==> src/rtl/led_ctrl_pkg.sv <==
// Shared constants for the LED mode controller: mode encodings, pattern width
// and the small helpers that describe mode sequencing.
package led_ctrl_pkg;

  localparam int LED_W = 6;

  typedef enum logic [1:0] {
    MODE_RUN    = 2'd0,
    MODE_FLASH  = 2'd1,
    MODE_ALL_ON = 2'd2,
    MODE_OFF    = 2'd3
  } mode_e;

  function automatic mode_e next_mode(input mode_e m);
    case (m)
      MODE_RUN:    return MODE_FLASH;
      MODE_FLASH:  return MODE_ALL_ON;
      MODE_ALL_ON: return MODE_OFF;
      default:     return MODE_RUN;
    endcase
  endfunction

  // Pattern value loaded when a mode is entered (1 = lit).
  function automatic logic [LED_W-1:0] entry_pattern(input mode_e m);
    case (m)
      MODE_ALL_ON: return '1;
      default:     return '0;
    endcase
  endfunction

endpackage

==> src/rtl/led_mode_ctrl_if.sv <==
// Key event bus between a key debouncer (master) and the mode controller (slave).
// press: single-cycle pulse, no backpressure; the consumer must act on it in that cycle.
interface led_mode_ctrl_if;
  logic press;

  modport master (output press);
  modport slave  (input  press);
endinterface

==> src/rtl/key_debounce.sv <==
// One raw active-low key: 2-flop synchronizer, debouncer and press-event pulse.
// Events are only armed after a released level has been seen since reset.
module key_debounce #(
  parameter int unsigned DB_CYCLES = 1000000
) (
  input  logic            clk_i,
  input  logic            rst_ni,
  input  logic            key_ni,
  led_mode_ctrl_if.master evt
);

  localparam int unsigned CW = (DB_CYCLES > 1) ? $clog2(DB_CYCLES + 1) : 1;
  localparam logic [CW-1:0] DB_LAST = CW'(DB_CYCLES - 1);

  logic          sync1_q, sync2_q;
  logic          valid1_q, valid2_q;
  logic          armed_q, armed_d;
  logic          level_q, level_d;
  logic          press_q, press_d;
  logic [CW-1:0] cnt_q, cnt_d;

  always_ff @(posedge clk_i or negedge rst_ni) begin
    if (!rst_ni) begin
      sync1_q  <= 1'b1;
      sync2_q  <= 1'b1;
      valid1_q <= 1'b0;
      valid2_q <= 1'b0;
      armed_q  <= 1'b0;
      level_q  <= 1'b1;
      press_q  <= 1'b0;
      cnt_q    <= '0;
    end else begin
      sync1_q  <= key_ni;
      sync2_q  <= sync1_q;
      valid1_q <= 1'b1;
      valid2_q <= valid1_q;
      armed_q  <= armed_d;
      level_q  <= level_d;
      press_q  <= press_d;
      cnt_q    <= cnt_d;
    end
  end

  // valid2_q marks that sync2_q holds a real key sample rather than the reset
  // value, so a key held through reset release never arms the press event.
  always_comb begin
    level_d = level_q;
    cnt_d   = '0;
    press_d = 1'b0;
    armed_d = armed_q | (valid2_q & sync2_q);
    if (sync2_q != level_q) begin
      if (cnt_q == DB_LAST) begin
        level_d = sync2_q;
        press_d = armed_q & ~sync2_q;
      end else begin
        cnt_d = cnt_q + 1'b1;
      end
    end
  end

  assign evt.press = press_q;

endmodule

==> src/rtl/led_mode_ctrl.sv <==
// Six-LED controller: key0 cycles RUN/FLASH/ALL_ON/OFF, key1 pauses the
// running or flashing pattern. LEDs are active-low and driven from a register.
module led_mode_ctrl
  import led_ctrl_pkg::*;
#(
  parameter int unsigned DB_CYCLES   = 1000000,
  parameter int unsigned STEP_TICKS  = 10000000,
  parameter int unsigned FLASH_TICKS = 5000000
) (
  input  logic             sys_clk,
  input  logic             rst_n,
  input  logic             key0,
  input  logic             key1,
  output logic [LED_W-1:0] led_o,
  output logic [1:0]       mode_o,
  output logic             paused_o
);

  localparam int unsigned TICK_MAX = (STEP_TICKS > FLASH_TICKS) ? STEP_TICKS : FLASH_TICKS;
  localparam int unsigned TW       = (TICK_MAX > 1) ? $clog2(TICK_MAX + 1) : 1;
  localparam logic [TW-1:0] STEP_LAST  = TW'(STEP_TICKS - 1);
  localparam logic [TW-1:0] FLASH_LAST = TW'(FLASH_TICKS - 1);

  led_mode_ctrl_if key0_evt ();
  led_mode_ctrl_if key1_evt ();

  key_debounce #(.DB_CYCLES(DB_CYCLES)) u_key0 (
    .clk_i  (sys_clk),
    .rst_ni (rst_n),
    .key_ni (key0),
    .evt    (key0_evt)
  );

  key_debounce #(.DB_CYCLES(DB_CYCLES)) u_key1 (
    .clk_i  (sys_clk),
    .rst_ni (rst_n),
    .key_ni (key1),
    .evt    (key1_evt)
  );

  mode_e            mode_q, mode_d;
  logic             paused_q, paused_d;
  logic             dir_up_q, dir_up_d;
  logic [LED_W-1:0] pattern_q, pattern_d;
  logic [LED_W-1:0] led_q, led_d;
  logic [TW-1:0]    tick_q, tick_d;
  logic [TW-1:0]    tick_last;
  logic             step;
  logic             animated;
  logic             press0, press1;

  assign press0 = key0_evt.press;
  assign press1 = key1_evt.press;

  always_ff @(posedge sys_clk or negedge rst_n) begin
    if (!rst_n) begin
      mode_q    <= MODE_RUN;
      paused_q  <= 1'b0;
      dir_up_q  <= 1'b1;
      pattern_q <= '0;
      led_q     <= '1;
      tick_q    <= '0;
    end else begin
      mode_q    <= mode_d;
      paused_q  <= paused_d;
      dir_up_q  <= dir_up_d;
      pattern_q <= pattern_d;
      led_q     <= led_d;
      tick_q    <= tick_d;
    end
  end

  // A key event owns its cycle: the tick counter does not advance when a
  // mode change or pause toggle is applied.
  always_comb begin
    mode_d    = mode_q;
    paused_d  = paused_q;
    dir_up_d  = dir_up_q;
    pattern_d = pattern_q;
    tick_d    = tick_q;
    step      = 1'b0;
    animated  = (mode_q == MODE_RUN) || (mode_q == MODE_FLASH);
    tick_last = (mode_q == MODE_FLASH) ? FLASH_LAST : STEP_LAST;

    if (press0 && press1) begin
      mode_d    = MODE_RUN;
      pattern_d = '0;
      dir_up_d  = 1'b1;
      paused_d  = 1'b0;
      tick_d    = '0;
    end else if (press0) begin
      mode_d    = next_mode(mode_q);
      pattern_d = entry_pattern(mode_d);
      dir_up_d  = 1'b1;
      paused_d  = 1'b0;
      tick_d    = '0;
    end else if (press1 && animated) begin
      paused_d = ~paused_q;
    end else if (animated && !paused_q) begin
      if (tick_q == tick_last) begin
        tick_d = '0;
        step   = 1'b1;
      end else begin
        tick_d = tick_q + 1'b1;
      end
    end

    if (step) begin
      case (mode_q)
        MODE_RUN: begin
          if (dir_up_q) begin
            if (pattern_q != '1) pattern_d = {pattern_q[LED_W-2:0], 1'b1};
            else                 dir_up_d  = 1'b0;
          end else begin
            if (pattern_q != '0) pattern_d = pattern_q >> 1;
            else                 dir_up_d  = 1'b1;
          end
        end
        MODE_FLASH: pattern_d = ~pattern_q;
        default:    pattern_d = pattern_q;
      endcase
    end

    led_d = ~pattern_d;
  end

  assign led_o    = led_q;
  assign mode_o   = mode_q;
  assign paused_o = paused_q;

endmodule

==> config.mk <==
export PLATFORM = sky130hd
export DESIGN_NAME = led_mode_ctrl
export DESIGN_NICKNAME = d
export VERILOG_FILES = /design/src/rtl/led_ctrl_pkg.sv /design/src/rtl/led_mode_ctrl_if.sv /design/src/rtl/key_debounce.sv /design/src/rtl/led_mode_ctrl.sv
export SDC_FILE = /design/constraint.sdc
export NUM_CORES = 1
export LEC_CHECK = 0
export CORE_UTILIZATION = 65
export CTS_BUF_LIST = sky130_fd_sc_hd__clkbuf_8
export DETAILED_ROUTE_END_ITERATION = 7
export PLACE_DENSITY = 0.8
export SYNTH_ARGS = -nofsm -noshare
export SYNTH_HDL_FRONTEND = slang
export SYNTH_SLANG_ARGS = --single-unit
==> constraint.sdc <==
create_clock -name sys_clk -period 5.15 [get_ports sys_clk]
set_input_delay 1.03 -clock sys_clk [delete_from_list [all_inputs] [get_ports sys_clk]]
set_output_delay 1.03 -clock sys_clk [all_outputs]
set_load 0.02 [all_outputs]
==> report_table.html, run 1 <==
<table>
<tr><th>Metric</th><th>Value</th></tr>
<tr><th colspan="2">Outcome</th></tr>
<tr><td>Status</td><td>completed</td></tr>
<tr><th colspan="2">GRT</th></tr>
<tr><td>First-pass GRT wire length</td><td>approximately 17000 um</td></tr>
<tr><td>GR Util All Layers</td><td>27.9%</td></tr>
<tr><td>Vias in the first global route</td><td>3749</td></tr>
<tr><td>Grt total ovfl</td><td>0</td></tr>
<tr><td>Number of antenna violations at the first check in global routing</td><td>0</td></tr>
<tr><td>Largest net degree at the start of global routing</td><td>between 40 and 50</td></tr>
<tr><th colspan="2">Setup path</th></tr>
<tr><td>CP Class</td><td>flop to flop</td></tr>
<tr><td>Crit path from</td><td>mode_o[1]$_DFFE_PN0P_</td></tr>
<tr><td>Launch instance of the worst register-to-register path</td><td>mode_o[1]$_DFFE_PN0P_</td></tr>
<tr><td>Highest fanout seen on the critical path</td><td>22</td></tr>
<tr><td>Worst r2r path cells</td><td>6</td></tr>
<tr><td>Worst reg-to-reg setup slack</td><td>between 1500 and 2000 ps</td></tr>
<tr><td>Required arrival time at the worst endpoint</td><td>roughly 5400 ps</td></tr>
<tr><td>Kind of start point of the critical path</td><td>flop</td></tr>
<tr><td>Critical Path End Type</td><td>flop</td></tr>
<tr><td>RR Endpoint</td><td>pattern_q[1]$_DFF_PN0_</td></tr>
<tr><td>Data arrival at the endpoint of the critical path</td><td>between 3000 and 4000 ps</td></tr>
<tr><th colspan="2">Min path</th></tr>
<tr><td>Worst hold path class</td><td>flop to flop</td></tr>
<tr><td>Min-Delay Path Depth</td><td>0</td></tr>
<tr><td>Critical hold path startpoint</td><td>u_key1.valid1_q$_DFF_PN0_</td></tr>
<tr><td>Worst min-delay path endpoint</td><td>u_key0.valid2_q$_DFF_PN0_</td></tr>
<tr><th colspan="2">CTS</th></tr>
<tr><td>Hold_buf cts</td><td>0</td></tr>
<tr><td>Clock-pin slew on the worst setup and hold paths</td><td>90 ps</td></tr>
<tr><td>Post-CTS Repair Setup Buffers</td><td>0</td></tr>
<tr><td>Clk Tree Root Cell</td><td>clkbuf_8</td></tr>
<tr><td>Clock Latency Late Sink</td><td>about 370 ps</td></tr>
<tr><td>TritonCTS clock tree</td><td>built</td></tr>
<tr><td>Number of clock buffers inserted by TritonCTS</td><td>9</td></tr>
<tr><td># H-tree levels</td><td>3</td></tr>
<tr><td>Post-cts sizing count</td><td>0</td></tr>
<tr><td>Maximum count of clock buffers along a single path</td><td>2</td></tr>
<tr><td>Number of sinks driven by the clock tree</td><td>92</td></tr>
<tr><th colspan="2">Logic synthesis</th></tr>
<tr><td>Fraction of synthesized area in multiplexers</td><td>4.50%</td></tr>
<tr><td>Total number of yosys warnings</td><td>0</td></tr>
<tr><td>Sequential area share after synthesis</td><td>a little under half</td></tr>
<tr><td>Simple-gate share of the synthesized area</td><td>a little over a quarter</td></tr>
<tr><td>Share of flip-flops with an asynchronous set or reset after synthesis</td><td>100%</td></tr>
<tr><td>Number of instances in the synthesized netlist</td><td>roughly 500</td></tr>
<tr><td>Synthesized netlist net count</td><td>between 500 and 600</td></tr>
<tr><td>Share of the synthesized netlist area taken by xor and xnor gates</td><td>approximately 8.0%</td></tr>
<tr><td>Number of synthesized flops with an enable pin</td><td>0</td></tr>
<tr><td>Combinational family with the most area after synthesis</td><td>simple AND/OR/NAND/NOR gates</td></tr>
<tr><td>Post-Syn Area</td><td>0.00490 mm2</td></tr>
<tr><td>Adder-cell area share of the yosys netlist</td><td>2.04%</td></tr>
<tr><td>Count of distinct cell types in the synthesized netlist</td><td>57</td></tr>
<tr><td>Flip-flop and latch count after synthesis</td><td>92</td></tr>
<tr><td>Area fraction in compound gates after synthesis</td><td>under 10%</td></tr>
<tr><td>Top_reg_cell synth</td><td>dfrtp_1</td></tr>
<tr><td>Mean instance size in the synthesized netlist</td><td>between 9 and 10 um2</td></tr>
<tr><th colspan="2">STA</th></tr>
<tr><td>Clock period minus worst slack</td><td>~3200 ps</td></tr>
<tr><td>Number of failing setup endpoints in the final timing report</td><td>0</td></tr>
<tr><td>Clock tree skew after final layout</td><td>~10 ps</td></tr>
<tr><td>Setup TNS</td><td>0 ps</td></tr>
<tr><td>Pins Over Slew Limit</td><td>0</td></tr>
<tr><td>Slew of the pin with the lowest slew margin</td><td>1050 ps</td></tr>
<tr><td>Final critical-path share of the clock period</td><td>a little over three fifths</td></tr>
<tr><td>Unrepaired setup endpoints after global routing</td><td>false</td></tr>
<tr><td>Post-route worst hold slack</td><td>about 350 ps</td></tr>
<tr><td>Hold Fails Final Rpt</td><td>0</td></tr>
<tr><td>Max-slew headroom at the worst pin</td><td>29.4%</td></tr>
<tr><td>Maximum operating frequency</td><td>about 0.31 GHz</td></tr>
<tr><th colspan="2">Placement</th></tr>
<tr><td>Final estimated routing congestion in global placement</td><td>0.900</td></tr>
<tr><td>Post-DP HPWL</td><td>about 6700 um</td></tr>
<tr><td>Number of placed instances, taps included</td><td>607</td></tr>
<tr><td>Port bufs</td><td>12</td></tr>
<tr><th colspan="2">Layout</th></tr>
<tr><td>Number of inserted filler cells in the final layout</td><td>about 560</td></tr>
<tr><td>Share of final-layout standard cells stronger than drive strength 1</td><td>roughly a tenth</td></tr>
<tr><td>Nets</td><td>roughly 530</td></tr>
<tr><td>Layout overhead on the synthesized area</td><td>8.51%</td></tr>
<tr><td>Final antenna diode count</td><td>0</td></tr>
<tr><td>Non-filler instance count after layout</td><td>between 600 and 700</td></tr>
<tr><th colspan="2">Floorplanning</th></tr>
<tr><td>Placeable Area</td><td>roughly 0.0073 mm2</td></tr>
<tr><td>Number of placement rows</td><td>31</td></tr>
<tr><td>Starting utilization of the core area</td><td>67.5%</td></tr>
<tr><td>Die footprint</td><td>between 0.007 and 0.008 mm2</td></tr>
<tr><td>Die extent in x</td><td>about 90 um</td></tr>
<tr><td>Die H</td><td>about 89 um</td></tr>
<tr><td>IO Pins</td><td>13</td></tr>
<tr><th colspan="2">Detailed routing</th></tr>
<tr><td>Via/cell ratio</td><td>slightly above 6</td></tr>
<tr><td>Routed wire length per instance</td><td>16.0 um</td></tr>
<tr><td>Remaining DRCs</td><td>0</td></tr>
<tr><td>Total Wirelength</td><td>between 9000 and 10000 um</td></tr>
<tr><td>Starting DRT DRC Count</td><td>around 290</td></tr>
<tr><td>Overall via count from detail_route</td><td>~3.8k</td></tr>
<tr><td>Antenna Nets Post-Route</td><td>0</td></tr>
<tr><td>First-pass iteration count of the detailed router</td><td>4</td></tr>
<tr><th colspan="2">Run</th></tr>
<tr><td>Max-cap violations</td><td>0</td></tr>
<tr><th colspan="2">Power</th></tr>
<tr><td>Leakage dissipation</td><td>2.13 nW</td></tr>
<tr><td>Power per standard cell area</td><td>256 mW/mm2</td></tr>
<tr><td>Max VDD drop</td><td>between 0.0002 and 0.00025 V</td></tr>
</table>
[critical path, cell delays in order, from the launching register on]
cell	delay (ps)
dfrtp_1	420
inv_1	130
ha_1	490
nor2_1	250
or2_2	520
nor3_2	890
mux2_2	420
[area by class of cell]
cell class / instances / area [um2] / area share, %
clock buffers: 9 / 124 / 2.33
flip-flops and latches: 92 / 2320 / 43.6
multi-input cells: 384 / 2420 / 45.6
inverters: 17 / 63.8 / 1.20
well taps: 99 / 124 / 2.33
repair buffers: 15 / 140 / 2.64
clock inverters: 7 / 123 / 2.31
[power by group]
group / internal [mW] / switching, mW / total [mW]
Combinational: 0.00714 / 0.0222 / 0.0294
Clock: 0.328 / 0.271 / 0.599
Sequential: 0.730 / 0.00511 / 0.735
Total: 1.06 / 0.299 / 1.36
[stage by stage]
step                      utilization, %  setup slack, ps  cell area [um2]  total power [mW]
after floorplan                        -             2640             4900             0.759
after global placement              69.9             2060             5070             0.778
after detailed placement            69.9             1920             5070             0.779
after CTS                           73.3             1880             5320              1.38
after global routing                73.3             1710             5320              1.41
final                               73.3             1920             5320              1.36
[cell usage in the layout (no fill, tap or decap), types with 9 or more instances in the layout]
cell / synthesis / final
nand3_1: 33 / 33
mux2i_1: 13 / 13
clkdlybuf4s50_1: 0 / 11
dfstp_2: 13 / 13
a21oi_1: 10 / 10
nor2_1: 75 / 75
inv_1: 17 / 18
xnor2_1: 27 / 27
nor4_1: 15 / 15
dfrtp_1: 79 / 79
clkbuf_8: 0 / 9
nor3_1: 13 / 13
nand2_1: 42 / 42
xor2_1: 18 / 18
nand4_1: 23 / 23
o21ai_0: 13 / 13
[per-layer routing]
metal	vias up	global-route usage [%]	part of all wire [%]
met5	-	0	0
met4	0	12.3	2.1
met3	25	6.44	4.0
met2	96	46.7	50
met1	1846	34.6	44
li1	1846	-	-
[state kept, by name, indices dropped and copies added (netlist names), 2 cells and up]
name          cells
pattern_q         6
mode_o            2
u_key0.cnt_q     20
led_o             6
tick_q           24
u_key1.cnt_q     20
[synthesized netlist by cell type (2+ instances only)]
cell type  count  area [um2]
a2111o_1       2        22.5
dfstp_2       13         342
a311oi_1       4        35.0
nor2_1        75         282
o22ai_1        2        12.5
and3b_1        2        17.5
nor4_1        15        93.8
and4b_1        2        20.0
or3_1          7        43.8
nor4b_1        6        52.6
a31oi_1        4        25.0
mux2i_1       13         130
nor2b_1        6        37.5
xnor2_1       27         236
o31ai_1        2        15.0
buf_1          3        11.3
dfrtp_1       79        1980
o211ai_1       3        22.5
a21oi_1       10        50.1
nor3_1        13        65.1
ha_1           8         100
and3_1         5        31.3
and2_1         2        12.5
or2_2          3        18.8
nor3b_1        2        15.0
a211oi_1       2        15.0
nand4_1       23         144
and4_1         5        43.8
nand2_1       42         158
o21ai_0       13        65.1
clkbuf_1      15        56.3
buf_2          3        15.0
mux2_2         8        90.1
nand3_1       33         165
a21o_1         4        30.0
or4_1          5        37.5
xor2_1        18         158
inv_1         17        63.8
[worst max-delay path by stage]
stage,endpoint,slack (ps),cells after the start
floorplan,pattern_q[1]$_DFF_PN0_,2640,8
CTS,pattern_q[1]$_DFF_PN0_,1880,6
global placement,pattern_q[2]$_DFF_PN0_,2060,6
detailed placement,pattern_q[5]$_DFF_PN0_,1920,6
global route,pattern_q[2]$_DFF_PN0_,1710,6
finish,pattern_q[1]$_DFF_PN0_,1920,6
[logic make-up (layout without fill, tap and decap cells)]
kind of cell / Yosys count / after routing
AOI/OAI and AO/OA: 57 / 57
muxes: 21 / 21
xor gates and xnor gates: 45 / 45
and+or+nand+nor: 252 / 252
other: 1 / 1
adders and majority gates: 8 / 8
buffers and inverters: 39 / 48
DFF: 92 / 92
No activity file was read; power rests on OpenSTA's default activity.
==> inputs of run 2 (changes only) <==
--- a/config.mk
+++ b/config.mk
@@ -5,10 +5,10 @@
 export SDC_FILE = /design/constraint.sdc
 export NUM_CORES = 1
 export LEC_CHECK = 0
-export CORE_UTILIZATION = 65
+export CORE_UTILIZATION = 64
 export CTS_BUF_LIST = sky130_fd_sc_hd__clkbuf_8
 export DETAILED_ROUTE_END_ITERATION = 7
-export PLACE_DENSITY = 0.8
+export PLACE_DENSITY = 0.79
 export SYNTH_ARGS = -nofsm -noshare
 export SYNTH_HDL_FRONTEND = slang
 export SYNTH_SLANG_ARGS = --single-unit
==> constraint.sdc (replaced) <==
create_clock -name sys_clk -period 3.4 [get_ports sys_clk]
set_input_delay 0.68 -clock sys_clk [delete_from_list [all_inputs] [get_ports sys_clk]]
set_output_delay 0.68 -clock sys_clk [all_outputs]
set_load 0.02 [all_outputs]
==> run 2 against run 1 <==
  * Cell count is 0.32% higher
  * Critical endpoint is now dir_up_q$_DFF_PN1_
  * Sequential power is 51% higher
  * Combinational power is 52% higher
==> report_table.html, run 2 (synthesis gave the netlist of run 1 again) <==
<table>
<tr><th>Metric</th><th>Value</th></tr>
<tr><th colspan="2">Outcome</th></tr>
<tr><td>Status</td><td>completed</td></tr>
<tr><th colspan="2">STA</th></tr>
<tr><td>Pins Over Slew Limit</td><td>0 (unchanged)</td></tr>
<tr><td>Max-slew headroom at the worst pin</td><td>38.4% (+9.1 points)</td></tr>
<tr><td>Setup TNS</td><td>0 ps (unchanged)</td></tr>
<tr><td>Number of failing setup endpoints in the final timing report</td><td>0 (unchanged)</td></tr>
<tr><td>Final critical-path share of the clock period</td><td>81.8% (+19 points)</td></tr>
<tr><td>Slew of the pin with the lowest slew margin</td><td>915 ps (-139 ps)</td></tr>
<tr><td>Unrepaired setup endpoints after global routing</td><td>false</td></tr>
<tr><td>Maximum operating frequency</td><td>0.360 GHz (+16%)</td></tr>
<tr><td>Hold Fails Final Rpt</td><td>0 (unchanged)</td></tr>
<tr><td>Clock tree skew after final layout</td><td>8.88 ps (-1.44 ps)</td></tr>
<tr><td>Clock period minus worst slack</td><td>2780 ps (-454 ps)</td></tr>
<tr><th colspan="2">GRT</th></tr>
<tr><td>Grt total ovfl</td><td>0 (unchanged)</td></tr>
<tr><td>First-pass GRT wire length</td><td>16600 um (-1.3%)</td></tr>
<tr><td>Vias in the first global route</td><td>3628 (-3.2%)</td></tr>
<tr><td>Largest net degree at the start of global routing</td><td>47 (-4.1%)</td></tr>
<tr><td>GR Util All Layers</td><td>27.4% (-0.47 points)</td></tr>
<tr><td>Number of antenna violations at the first check in global routing</td><td>0 (unchanged)</td></tr>
<tr><th colspan="2">Setup path</th></tr>
<tr><td>Kind of start point of the critical path</td><td>flop</td></tr>
<tr><td>Worst reg-to-reg setup slack</td><td>620 ps (-1300 ps)</td></tr>
<tr><td>Critical Path End Type</td><td>flop</td></tr>
<tr><td>Worst-path cell with the longest stage delay</td><td>nor2_1</td></tr>
<tr><td>CP cell instances</td><td>inv_1 -&gt; ha_1 -&gt; nor2_1 -&gt; nor2_1 -&gt; nand2_1 -&gt; or4_1 -&gt; a21oi_1</td></tr>
<tr><td>CP Class</td><td>flop to flop</td></tr>
<tr><td>Highest fanout seen on the critical path</td><td>14 (-36%)</td></tr>
<tr><td>Required arrival time at the worst endpoint</td><td>3710 ps (-1690 ps)</td></tr>
<tr><td>RR Endpoint</td><td>dir_up_q$_DFF_PN1_</td></tr>
<tr><td>Largest stage delay on the critical path</td><td>580 ps (-310 ps)</td></tr>
<tr><td>Dominant cell type by count on the critical path</td><td>nor2_1</td></tr>
<tr><td>Launch instance of the worst register-to-register path</td><td>mode_o[1]$_DFFE_PN0P_</td></tr>
<tr><td>Worst r2r path cells</td><td>7 (+1)</td></tr>
<tr><td>Data arrival at the endpoint of the critical path</td><td>3090 ps (-400 ps)</td></tr>
<tr><th colspan="2">Layout</th></tr>
<tr><td>Most frequent standard cell in the layout excluding fill and tap cells</td><td>dfrtp_1</td></tr>
<tr><td>Biggest registers after layout</td><td>tick_q x24, u_key0.cnt_q x20, u_key1.cnt_q x20</td></tr>
<tr><td>Final antenna diode count</td><td>0 (unchanged)</td></tr>
<tr><td>Share of final-layout standard cells stronger than drive strength 1</td><td>10.1% (+0.53 points)</td></tr>
<tr><td>Util after Layout</td><td>72.2% (-1.0 points)</td></tr>
<tr><td>Largest Register</td><td>tick_q</td></tr>
<tr><td>Number of inserted filler cells in the final layout</td><td>560 (+0.54%)</td></tr>
<tr><td>Commonest non-fill, non-tap cells in the layout</td><td>79 x dfrtp_1, 75 x nor2_1, 42 x nand2_1, 33 x nand3_1, 27 x xnor2_1</td></tr>
<tr><td>Layout overhead on the synthesized area</td><td>8.10%</td></tr>
<tr><td>Nets</td><td>533 (+0.38%)</td></tr>
<tr><td>Number of flip-flops under the largest register name</td><td>24 (unchanged)</td></tr>
<tr><th colspan="2">Floorplanning</th></tr>
<tr><td>IO Pins</td><td>13 (unchanged)</td></tr>
<tr><td>Starting utilization of the core area</td><td>66.8% (-0.71 points)</td></tr>
<tr><td>Placeable Area</td><td>0.00733 mm2 (+1.1%)</td></tr>
<tr><td>Number of placement rows</td><td>31 (unchanged)</td></tr>
<tr><td>Die H</td><td>89.5 um (+0.76%)</td></tr>
<tr><td>Die extent in x</td><td>89.5 um (+0.76%)</td></tr>
<tr><td>Die footprint</td><td>0.00801 mm2 (+1.5%)</td></tr>
<tr><th colspan="2">Detailed routing</th></tr>
<tr><td>Via/cell ratio</td><td>6.16 (+0.73%)</td></tr>
<tr><td>Starting DRT DRC Count</td><td>221 (-25%)</td></tr>
<tr><td>Antenna Nets Post-Route</td><td>0 (unchanged)</td></tr>
<tr><td>Routed wire length per instance</td><td>15.7 um (-2.2%)</td></tr>
<tr><td>Total Wirelength</td><td>9790 um (-1.8%)</td></tr>
<tr><td>Overall via count from detail_route</td><td>3853 (+1.0%)</td></tr>
<tr><td>Remaining DRCs</td><td>0 (unchanged)</td></tr>
<tr><td>First-pass iteration count of the detailed router</td><td>4 (unchanged)</td></tr>
<tr><th colspan="2">CTS</th></tr>
<tr><td>Maximum count of clock buffers along a single path</td><td>2 (unchanged)</td></tr>
<tr><td>Post-cts sizing count</td><td>0 (unchanged)</td></tr>
<tr><td>Hold_buf cts</td><td>0 (unchanged)</td></tr>
<tr><td>Clock-pin slew on the worst setup and hold paths</td><td>100 ps (about the same)</td></tr>
<tr><td>Post-CTS Repair Setup Buffers</td><td>0 (unchanged)</td></tr>
<tr><td># H-tree levels</td><td>3 (unchanged)</td></tr>
<tr><td>Clock Latency Late Sink</td><td>370 ps (about the same)</td></tr>
<tr><td>Number of clock buffers inserted by TritonCTS</td><td>9 (unchanged)</td></tr>
<tr><td>Clk Tree Root Cell</td><td>clkbuf_8</td></tr>
<tr><td>Number of sinks driven by the clock tree</td><td>92 (unchanged)</td></tr>
<tr><td>TritonCTS clock tree</td><td>built</td></tr>
<tr><th colspan="2">Power</th></tr>
<tr><td>Power per standard cell area</td><td>368 mW/mm2 (+43%)</td></tr>
<tr><td>Max VDD drop</td><td>0.000282 V (+29%)</td></tr>
<tr><td>Leakage dissipation</td><td>2.12 nW (-0.41%)</td></tr>
<tr><th colspan="2">Placement</th></tr>
<tr><td>Port bufs</td><td>12 (unchanged)</td></tr>
<tr><td>Post-DP HPWL</td><td>6640 um (-0.19%)</td></tr>
<tr><td>Final estimated routing congestion in global placement</td><td>0.875 (-2.9%)</td></tr>
<tr><th colspan="2">Run</th></tr>
<tr><td>Max-cap violations</td><td>0 (unchanged)</td></tr>
<tr><th colspan="2">Min path</th></tr>
<tr><td>Worst hold path class</td><td>primary input to async pin</td></tr>
</table>
[run 2: where the power goes]
| part | internal (mW) | leakage, nW | switching, mW |
|---|---|---|---|
| Sequential | 1.11 | 1.21 | 0.00780 |
| Clock | 0.359 | 0.109 | 0.431 |
| Combinational | 0.0115 | 0.806 | 0.0332 |
[run 2: per-stage QoR]
| stage | instance area [um2] | cells | hold slack [ps] | setup slack (ps) | power [mW] |
|---|---|---|---|---|---|
| after floorplan | 4900 | 515 | 331 | 886 | 1.15 |
| after global placement | 5080 | 609 | 332 | 780 | 1.18 |
| after detailed placement | 5080 | 609 | 346 | 656 | 1.18 |
| after CTS | 5300 | 625 | 304 | 657 | 1.97 |
| after global routing | 5300 | 625 | 340 | 365 | 2.02 |
| final | 5300 | 625 | 290 | 620 | 1.95 |
[run 2: layout make-up]
class                   count  area, um2  area share (%)
clock buffers               9        124            2.34
multi-input cells         384       2420            45.7
flip-flops and latches     92       2320            43.8
repair buffers             17        155            2.93
well taps                  99        124            2.34
inverters                  17       63.8            1.21
clock inverters             7       87.6            1.65
[run 2: worst max path at each step]
stage                                startpoint                endpoint  slack (ps)  cells after the start
after floorplan           mode_o[1]$_DFFE_PN0P_  pattern_q[1]$_DFF_PN0_         890                      8
after global placement    mode_o[1]$_DFFE_PN0P_      dir_up_q$_DFF_PN1_         780                      7
after detailed placement  mode_o[1]$_DFFE_PN0P_  pattern_q[5]$_DFF_PN0_         660                      7
after CTS                 mode_o[1]$_DFFE_PN0P_  pattern_q[5]$_DFF_PN0_         660                      7
after global routing      mode_o[1]$_DFFE_PN0P_      dir_up_q$_DFF_PN1_         370                      7
final                     mode_o[1]$_DFFE_PN0P_      dir_up_q$_DFF_PN1_         620                      7
[run 2: worst max-delay path: cells and delay by family (launching register included)]
| kind | cells | cell delay, ps |
|---|---|---|
| buffers and inverters | 1 | 120 |
| and+or+nand+nor | 4 | 1520 |
| adders and majority gates | 1 | 490 |
| AOI/OAI and AO/OA | 1 | 160 |
| DFF | 1 | 420 |
[run 2: metal layers]
| layer | track usage, % | share of wire (%) |
|---|---|---|
| met5 | 0 | 0 |
| met4 | 10.8 | 1.6 |
| met3 | 7.20 | 4.8 |
| met2 | 43.9 | 48 |
| met1 | 35.9 | 45 |
